**src/rtl/fetch_ctrl.sv**
```systemverilog
// fetch_ctrl: front-end redirect/stall/flush arbiter with boot wait and debug halt; optional perf counters via FETCH_CTRL_PERF_EN
module fetch_ctrl #(
  parameter int BOOT_CYCLES = 4,
  parameter int ADDR_W      = 32
) (
  input  logic              clk,
  input  logic              rst,
  input  logic              trap_vld,
  input  logic [ADDR_W-1:0] trap_vec,
  input  logic              mret_vld,
  input  logic [ADDR_W-1:0] mepc,
  input  logic              ex_br_vld,
  input  logic [ADDR_W-1:0] ex_br_addr,
  input  logic              id_jal_vld,
  input  logic [ADDR_W-1:0] id_jal_addr,
  input  logic              load_use,
  input  logic              mdu_busy,
  input  logic              halt_req,
  input  logic              resume,
  output logic              jmp_vld,
  output logic [ADDR_W-1:0] jmp_addr,
  output logic              hold,
  output logic              flush_if_id,
  output logic              flush_id_ex,
  output logic              stall_id,
  output logic [1:0]        state
`ifdef FETCH_CTRL_PERF_EN
  ,
  output logic [31:0]       perf_stall_cnt,
  output logic [31:0]       perf_redirect_cnt,
  output logic [31:0]       perf_flush_cnt
`endif
);
  typedef enum logic [1:0] {BOOT = 2'b00, RUN = 2'b01, HALT = 2'b10} state_t;
  localparam logic [7:0] BOOT_INIT = 8'(BOOT_CYCLES - 1);
  state_t state_q, state_d;
  logic [7:0] cnt_q, cnt_d;
  logic jal_ok, redir, hard;
  logic [ADDR_W-1:0] tgt;
  // a jal in ID cannot leave while the MDU holds EX, so it waits
  assign jal_ok = id_jal_vld & ~mdu_busy;
  assign hard   = trap_vld | mret_vld | ex_br_vld;
  assign redir  = hard | jal_ok;
  assign tgt    = trap_vld ? trap_vec : mret_vld ? mepc : ex_br_vld ? ex_br_addr : id_jal_addr;
  assign state  = state_q;
  always_comb begin
    state_d     = state_q;
    cnt_d       = cnt_q;
    jmp_vld     = 1'b0;
    jmp_addr    = '0;
    hold        = 1'b1;
    flush_if_id = 1'b1;
    flush_id_ex = 1'b1;
    stall_id    = 1'b0;
    case (state_q)
      BOOT: begin
        cnt_d   = cnt_q == 8'd0 ? cnt_q : cnt_q - 8'd1;
        state_d = cnt_q == 8'd0 ? RUN : BOOT;
      end
      RUN: begin
        jmp_vld     = redir;
        jmp_addr    = redir ? tgt & ~ADDR_W'(3) : '0;
        hold        = ~redir & (load_use | mdu_busy);
        stall_id    = ~redir & (load_use | mdu_busy);
        flush_if_id = redir;
        flush_id_ex = hard | (~redir & load_use);
        state_d     = halt_req & ~redir ? HALT : RUN;
      end
      HALT: begin
        stall_id    = 1'b1;
        flush_if_id = 1'b0;
        state_d     = resume & ~halt_req ? RUN : HALT;
      end
      default: begin
        state_d = BOOT;
        cnt_d   = BOOT_INIT;
      end
    endcase
    if (rst) begin
      jmp_vld     = 1'b0;
      jmp_addr    = '0;
      hold        = 1'b1;
      flush_if_id = 1'b1;
      flush_id_ex = 1'b1;
      stall_id    = 1'b0;
    end
  end
  always_ff @(posedge clk) begin
    if (rst) begin
      state_q <= BOOT;
      cnt_q   <= BOOT_INIT;
    end else begin
      state_q <= state_d;
      cnt_q   <= cnt_d;
    end
  end
`ifdef FETCH_CTRL_PERF_EN
  logic [31:0] stall_q, stall_d, rdr_q, rdr_d, fl_q, fl_d;
  logic run;
  assign run = state_q == RUN;
  always_comb begin
    stall_d = (run & hold & ~&stall_q) ? stall_q + 32'd1 : stall_q;
    rdr_d   = (jmp_vld & ~&rdr_q) ? rdr_q + 32'd1 : rdr_q;
    fl_d    = (run & flush_id_ex & ~&fl_q) ? fl_q + 32'd1 : fl_q;
  end
  always_ff @(posedge clk) begin
    if (rst) begin
      stall_q <= '0;
      rdr_q   <= '0;
      fl_q    <= '0;
    end else begin
      stall_q <= stall_d;
      rdr_q   <= rdr_d;
      fl_q    <= fl_d;
    end
  end
  assign perf_stall_cnt    = stall_q;
  assign perf_redirect_cnt = rdr_q;
  assign perf_flush_cnt    = fl_q;
`endif
endmodule
```
**config.mk**
```make
export PLATFORM = sky130hd
export DESIGN_NAME = fetch_ctrl
export DESIGN_NICKNAME = d
export VERILOG_FILES = /design/src/rtl/fetch_ctrl.sv
export SDC_FILE = /design/constraint.sdc
export NUM_CORES = 1
export LEC_CHECK = 0
export BUFFER_PORTS_ARGS = -buffer_cell sky130_fd_sc_hd__buf_2
export CELL_PAD_IN_SITES_DETAIL_PLACEMENT = 2
export CELL_PAD_IN_SITES_GLOBAL_PLACEMENT = 2
export CORE_UTILIZATION = 18
export CTS_CLUSTER_DIAMETER = 80
export DETAILED_ROUTE_END_ITERATION = 12
export PLACE_DENSITY_LB_ADDON = 0.1
export SETUP_SLACK_MARGIN = 0.5
export SYNTH_ARGS = -nofsm -noshare
export SYNTH_HDL_FRONTEND = slang
export SYNTH_SLANG_ARGS = --single-unit
```
**constraint.sdc**
```tcl
create_clock -name clk -period 5.7 [get_ports clk]
set_input_delay 0.285 -clock clk [delete_from_list [all_inputs] [get_ports clk]]
set_output_delay 0.285 -clock clk [all_outputs]
set_load 0.01 [all_outputs]
```
==> results of run 1 <==
-- layer usage --
layer  global-route usage  vias to the layer above  part of all wire
met3               0.0663                       16              0.11
met2                0.310                      111              0.49
met5                    0                        -            0.0015
met4               0.0457                        2             0.026
met1                0.170                     1198              0.37
li1                     -                     1228                 -
-- cell usage after synthesis, drive strengths merged --
cell type   n  area (um2)
o21bai      1        7.51
o31ai       1        7.51
nand2      34         128
nand3       3        15.0
inv        10        37.5
nor2        2        7.51
o211ai     31         233
nor2b       3        18.8
or3         2        12.5
conb        1        3.75
nor4        1        6.26
mux2       31         349
nand2b     33         206
clkbuf     20        75.1
o21ai       7        35.0
a2111oi     1        8.76
a21o        2        15.0
a2bb2oi     1        8.76
o311ai      1        8.76
buf         3        26.3
or3b        1        8.76
nor3        1        5.00
a21oi      39         195
mux2i       1        10.0
a211o       1        10.0
ha          5        62.6
o21ba       1        10.0
a211oi      1        7.51
dfxtp      10         200
a2111o      2        22.5
or4         4        33.8
nor4bb      1        10.0
-- flip-flops by register name (all words and copies together) (netlist names) --
| signal | count |
|---|---|
| cnt_q | 8 |
| state | 2 |
-- worst max-delay path, cell delays in order --
cell      delay [ns]
buf_2           0.09
buf_4           0.24
inv_1           0.81
o211ai_1        0.18
a21oi_1         0.23
buf_2           0.17
-- cells by family (layout without fill, tap and decap cells) --
logic type / count (synthesis) / in the layout / synth area share
AOI/OAI and AO/OA: 89 / 89 / 0.319
and+or+nand+nor: 85 / 85 / 0.253
buffers and inverters: 33 / 185 / 0.0778
muxes: 32 / 32 / 0.201
DFF: 10 / 10 / 0.112
adders and majority gates: 5 / 5 / 0.0350
other: 1 / 3 / 0.00210
-- worst max path at each step --
stage	end	start
2_1_floorplan	cnt_q[5]	state[0]
3_3_place_gp	jmp_addr[15]	trap_vld
3_5_place_dp	jmp_addr[15]	trap_vld
4_1_cts	jmp_addr[15]	trap_vld
5_1_grt	jmp_addr[15]	trap_vld
6_report	jmp_addr[15]	trap_vld
-- final cells by class --
class,instances,share of cell area
multi-input combinational,213,0.523
timing repair buffer,171,0.312
sequential,10,0.0720
tap,129,0.0581
clock buffer,4,0.0198
inverter,10,0.0135
antenna,1,0.000900
-- power breakdown --
part           leakage, nW  total [mW]  internal, mW  switching [mW]
clock               0.0288      0.0901        0.0609          0.0293
combinational         1.23       0.273         0.133           0.140
sequential          0.0815       0.106        0.0874          0.0185
-- stage by stage --
stage	hold WS, ns	std cells	instance area [um2]
2_1_floorplan	0.358	256	1790
3_3_place_gp	0.486	533	2720
3_5_place_dp	0.499	533	2720
4_1_cts	0.312	537	2780
5_1_grt	0.329	538	2780
6_report	0.308	538	2780
==> metrics.txt, run 1 <==
R2R depth=5; WHS Path Cells=2; Pleak=~1.3 nW; initial antenna violation count=2; core area=between 9000 and 10000 um2; nets=between 500 and 600; area of the multi-input gates=1450 um2; Cell Area, Synth=1790 um2; min-delay worst type=in2reg; Worst Slack Setup Final=~3.4 ns; Final Cycle Share=0.405; Hold Path Origin=rst; PortBufs=approximately 170; Die ar.=approximately 10000 um2; CP endpoint kind=output pin; die width=102 um; max-capacitance violation count=0; flops & latches, synth=10; TritonCTS clock tree=done; RSZ-0062 raised after global routing=false; Clock Root Buffer=clkbuf_8; wire per inst=about 16 um; power density cells=169 nW/um2; Max rail drop VDD=between 0.1 and 0.15 mV; Die Y=roughly 100 um; Mean Syn Cell Area=7.00 um2; detailed-route DRC error count=0; post-layout util=0.295; DP Worst Slack=~3.3 ns; commonest non-fill, non-tap cells in the layout=buf_2, a21oi_1, nand2_1; clock buffer depth=2; pin count of the biggest net entering global routing=63; Total Routing Usage GR=0.166; Final Power=~0.47 mW; Initial Utilization=0.190; Max Fclk=~430 MHz; count of unique library cells instantiated by Yosys=36; Reg-to-Reg End=cnt_q[5]; Critical Path RT=~5.4 ns; reg2reg setup slack=between 3 and 4 ns; RR Startpoint=state[0]; filler cell count=approximately 1.2k; Routability Congestion=roughly 0.74; sequential cell area=between 200 and 250 um2; clock-pin slew on the worst setup and hold paths=around 0.050 ns; clk sink count=10; # IOs=~180; minimum clock period=2.31 ns; Final Hold Fails=0; max-slew violations=0; Layout Skew=0.00345 ns; CTS Hold Bufs=0; commonest non-fill, non-tap cell in the layout=buf_2; CTS Buf Count=3; Setup Total Neg Slack=0 ns; Vias=2555; number of synthesis warnings=0; first-pass detailed-route iteration total=4; global-route wire length before repair=~13000 um; H-tree Lvls=1; GRT overflow=0; DP HPWL=slightly below 7000 um; Area Overhead vs Synth=55.6%; Hold Path Sink=state[0]; Iter 0 DRT Violations=21; vias in the first global route=roughly 2.8k; post-CTS resize count=0; CP Launch Type=primary input; # setup viols final=0; Critical Path AT=2.02 ns; row cnt=35; Setup Buffers After CTS=0; kind of critical path=in2out; antenna-violating nets left=0; sequential-to-total area share from yosys stat=0.112; worst skew pair latency=roughly 0.24 ns; crit path max fanout=33; Worst Tran Pin Value=~1.0 ns; DR vias/cell=around 4.7; Routed WL=8440 um; post-synthesis cell count=between 200 and 300; share of layout cells above drive strength 1=0.515; Worst slew margin=0.301; outcome=completed
Note: power is estimated with default switching activity, not from simulation.
==> run 2: changes to the inputs <==
--- a/config.mk
+++ b/config.mk
@@ -5,10 +5,11 @@
 export SDC_FILE = /design/constraint.sdc
 export NUM_CORES = 1
 export LEC_CHECK = 0
+export ABC_AREA = 1
 export BUFFER_PORTS_ARGS = -buffer_cell sky130_fd_sc_hd__buf_2
 export CELL_PAD_IN_SITES_DETAIL_PLACEMENT = 2
 export CELL_PAD_IN_SITES_GLOBAL_PLACEMENT = 2
-export CORE_UTILIZATION = 18
+export CORE_UTILIZATION = 15
 export CTS_CLUSTER_DIAMETER = 80
 export DETAILED_ROUTE_END_ITERATION = 12
 export PLACE_DENSITY_LB_ADDON = 0.1
==> constraint.sdc (replaced) <==
create_clock -name clk -period 2.4 [get_ports clk]
set_input_delay 0.12 -clock clk [delete_from_list [all_inputs] [get_ports clk]]
set_output_delay 0.12 -clock clk [all_outputs]
set_load 0.01 [all_outputs]
==> run 2 against run 1 <==
Compared with the run above:
- global-route usage fell by 0.44 points
- synthesized cell count rose by 15%
- synthesized area fell by 4.5%
- setup slack got worse by 2.8 ns
- non-clock buffer count rose by 5
- flip-flop and latch count did not move
- combinational power rose by 130%
- utilization fell by 3.7 points
- die area rose by 14%
- clock power rose to 3.3 times the previous value
- power rose by 150%
- critical endpoint is now jmp_addr[16]
- largest cell class unchanged
- largest power group unchanged
- highest routed layer unchanged
==> metrics.txt, run 2 <==
wire per inst=approximately 16 um; Final Cycle Share=0.745; power density cells=410 nW/um2; first-pass detailed-route iteration total=4; commonest non-fill, non-tap cell in the layout=buf_2; Iter 0 DRT Violations=55; nets=between 500 and 600; post-layout util=0.258; most area-consuming cells after synthesis=nand2_1, o21a_1, dfxtp_1; Biggest register=cnt_q; TritonCTS clock tree=done; Die Y=109 um; Worst Slack Setup Final=around 0.61 ns; Final Hold Fails=0; Critical Path AT=approximately 1.7 ns; Max Used Layer=met5; Synth area leader=nand2_1; ys async rst share=0; Setup Total Neg Slack=0 ns; RSZ-0062 raised after global routing=false; minimum clock period=1.79 ns; Clock Root Buffer=clkbuf_16; most used cell, CP=inv_2; crit path max fanout=15; row cnt=38; vias in the first global route=about 2.9k; Area Overhead vs Synth=65.7%; post-synthesis cell count=about 290; share of layout cells above drive strength 1=0.460; # IOs=between 150 and 200; flops & latches, synth=10; count leader, synth=nand2_1; DP HPWL=approximately 7500 um; sequential-to-total area share from yosys stat=0.117; antenna-violating nets left=0; kind of critical path=reg2out; final instance area=between 2000 and 3000 um2; Final Power=around 1.2 mW; core area=roughly 11000 um2; worst skew pair latency=0.24 ns; Initial Utilization=0.156; H-tree Lvls=1; count of unique library cells instantiated by Yosys=29; Critical Path RT=2.28 ns; Worst Setup SP=state[1]; top_reg_cell synth=dfxtp_1; Post-synth top cells=nand2_1, o21a_1, a31oi_1, o21ai_0, inv_1; clk sink count=10; number of synthesis warnings=0; detailed-route DRC error count=0; CP endpoint kind=output pin; met3 wire len=approximately 960 um; Mean Syn Cell Area=slightly below 6 um2; initial antenna violation count=5; # setup viols final=0; Vias=roughly 2.7k; Pleak=between 1 and 1.5 nW; clock-pin slew on the worst setup and hold paths=approximately 0.04 ns; Cell Count Post-Placement=around 590; Die ar.=roughly 12000 um2; CTS Hold Bufs=0; worst-path cell with the longest stage delay=dfxtp_1; commonest non-fill, non-tap cells in the layout=buf_2, nand2_1, o21a_1; Cell Area, Synth=about 1700 um2; Synth top area share=0.189; Metal-1 WL=3790 um; GRT overflow=0; PortBufs=approximately 170; Routability Congestion=0.699; Layout Skew=around 0.00056 ns; slowest stage delay, CP=roughly 0.34 ns; DR vias/cell=4.48; die width=between 100 and 150 um; DP Worst Slack=0.652 ns; Hold Path Origin=rst; DR WL met2=~4800 um; Critical Path, Cell by Cell=inv_2, ha_2, inv_2, nor2_4, nand2_4, clkbuf_16, a31oi_1, buf_2; WHS=around 0.16 ns; Largest register FFs=8; min-delay worst type=in2reg; Max rail drop VDD=0.206 mV; RR Startpoint=state[0]; max-capacitance violation count=0; CP Launch Type=register; Routed WL=9650 um; pin count of the biggest net entering global routing=32; outcome=completed; CTS Buf Count=3; Max Fclk=roughly 560 MHz; number of synthesized flops with an enable pin=0; global-route wire length before repair=roughly 15000 um; max-slew violations=0; non-filler cells, final=slightly below 600; clock buffer depth=2; dpl cell area=about 2600 um2; Total Routing Usage GR=0.161
## run 2: cell types whose count changed in the layout (fill, tap and decap cells not counted), sizes merged, moves of 26 or more
| cell | previous run | this run |
|---|---|---|
| a21oi | 39 | 9 |
| a31oi | 0 | 29 |
| o21a | 0 | 30 |
| nand2 | 34 | 89 |
| o211ai | 31 | 2 |
| o21ai | 7 | 33 |
| nand2b | 33 | 0 |
| mux2 | 31 | 0 |
## run 2: final timing paths
check	to	slack, ns	depth (start not counted)
setup / recovery	jmp_addr[16]	0.61	8
hold / removal	cnt_q[2]	0.16	2
setup reg to reg	cnt_q[7]	0.76	7
hold reg to reg	cnt_q[0]	0.48	2
## run 2: timing repair
action,CTS,global route
resized for setup,2,18
pin swaps,0,1
setup buffers,0,1
setup endpoints to repair,30,31
endpoints found under the hold margin,0,0
gates cloned,0,1
## run 2: report_power, final
part / leakage (nW) / internal (mW) / total [mW] / switching [mW]
sequential: 0.0820 / 0.207 / 0.237 / 0.0297
combinational: 1.29 / 0.261 / 0.625 / 0.364
clock: 0.0370 / 0.217 / 0.298 / 0.0814
## run 2: logic make-up (layout without fill, tap and decap cells)
group | count (synthesis) | count (layout) | share of synthesized area
AOI/OAI and AO/OA | 104 | 104 | 0.375
adders and majority gates | 5 | 5 | 0.0367
buffers and inverters | 49 | 205 | 0.156
DFF | 10 | 10 | 0.117
other | 1 | 6 | 0.00220
and+or+nand+nor | 124 | 124 | 0.313
## run 2: routing by layer
metal  global-route usage  up-vias
met2                0.285      100
met5                    0        -
li1                     -     1311
met4               0.0405        2
met1                0.180     1237
met3               0.0628       10
## run 2: layout make-up
cell class / instances / area [um2]
Tap cell: 140 / 175
Antenna cell: 4 / 10.0
Clock buffer: 3 / 75.1
Timing Repair Buffer: 176 / 936
Multi-Input combinational cell: 235 / 1330
Inverter: 26 / 97.6
Sequential cell: 10 / 201
Fill cell: 1399 / 8110
## run 2: critical path: cells and delay by family (launching register included)
| kind | cells | cell delay, ns |
|---|---|---|
| flip-flops | 1 | 0.34 |
| AO/OA/AOI/OAI | 1 | 0.15 |
| AND/OR/NAND/NOR | 2 | 0.26 |
| buffers and inverters | 4 | 0.47 |
| adder cells (fa/ha/maj) | 1 | 0.19 |
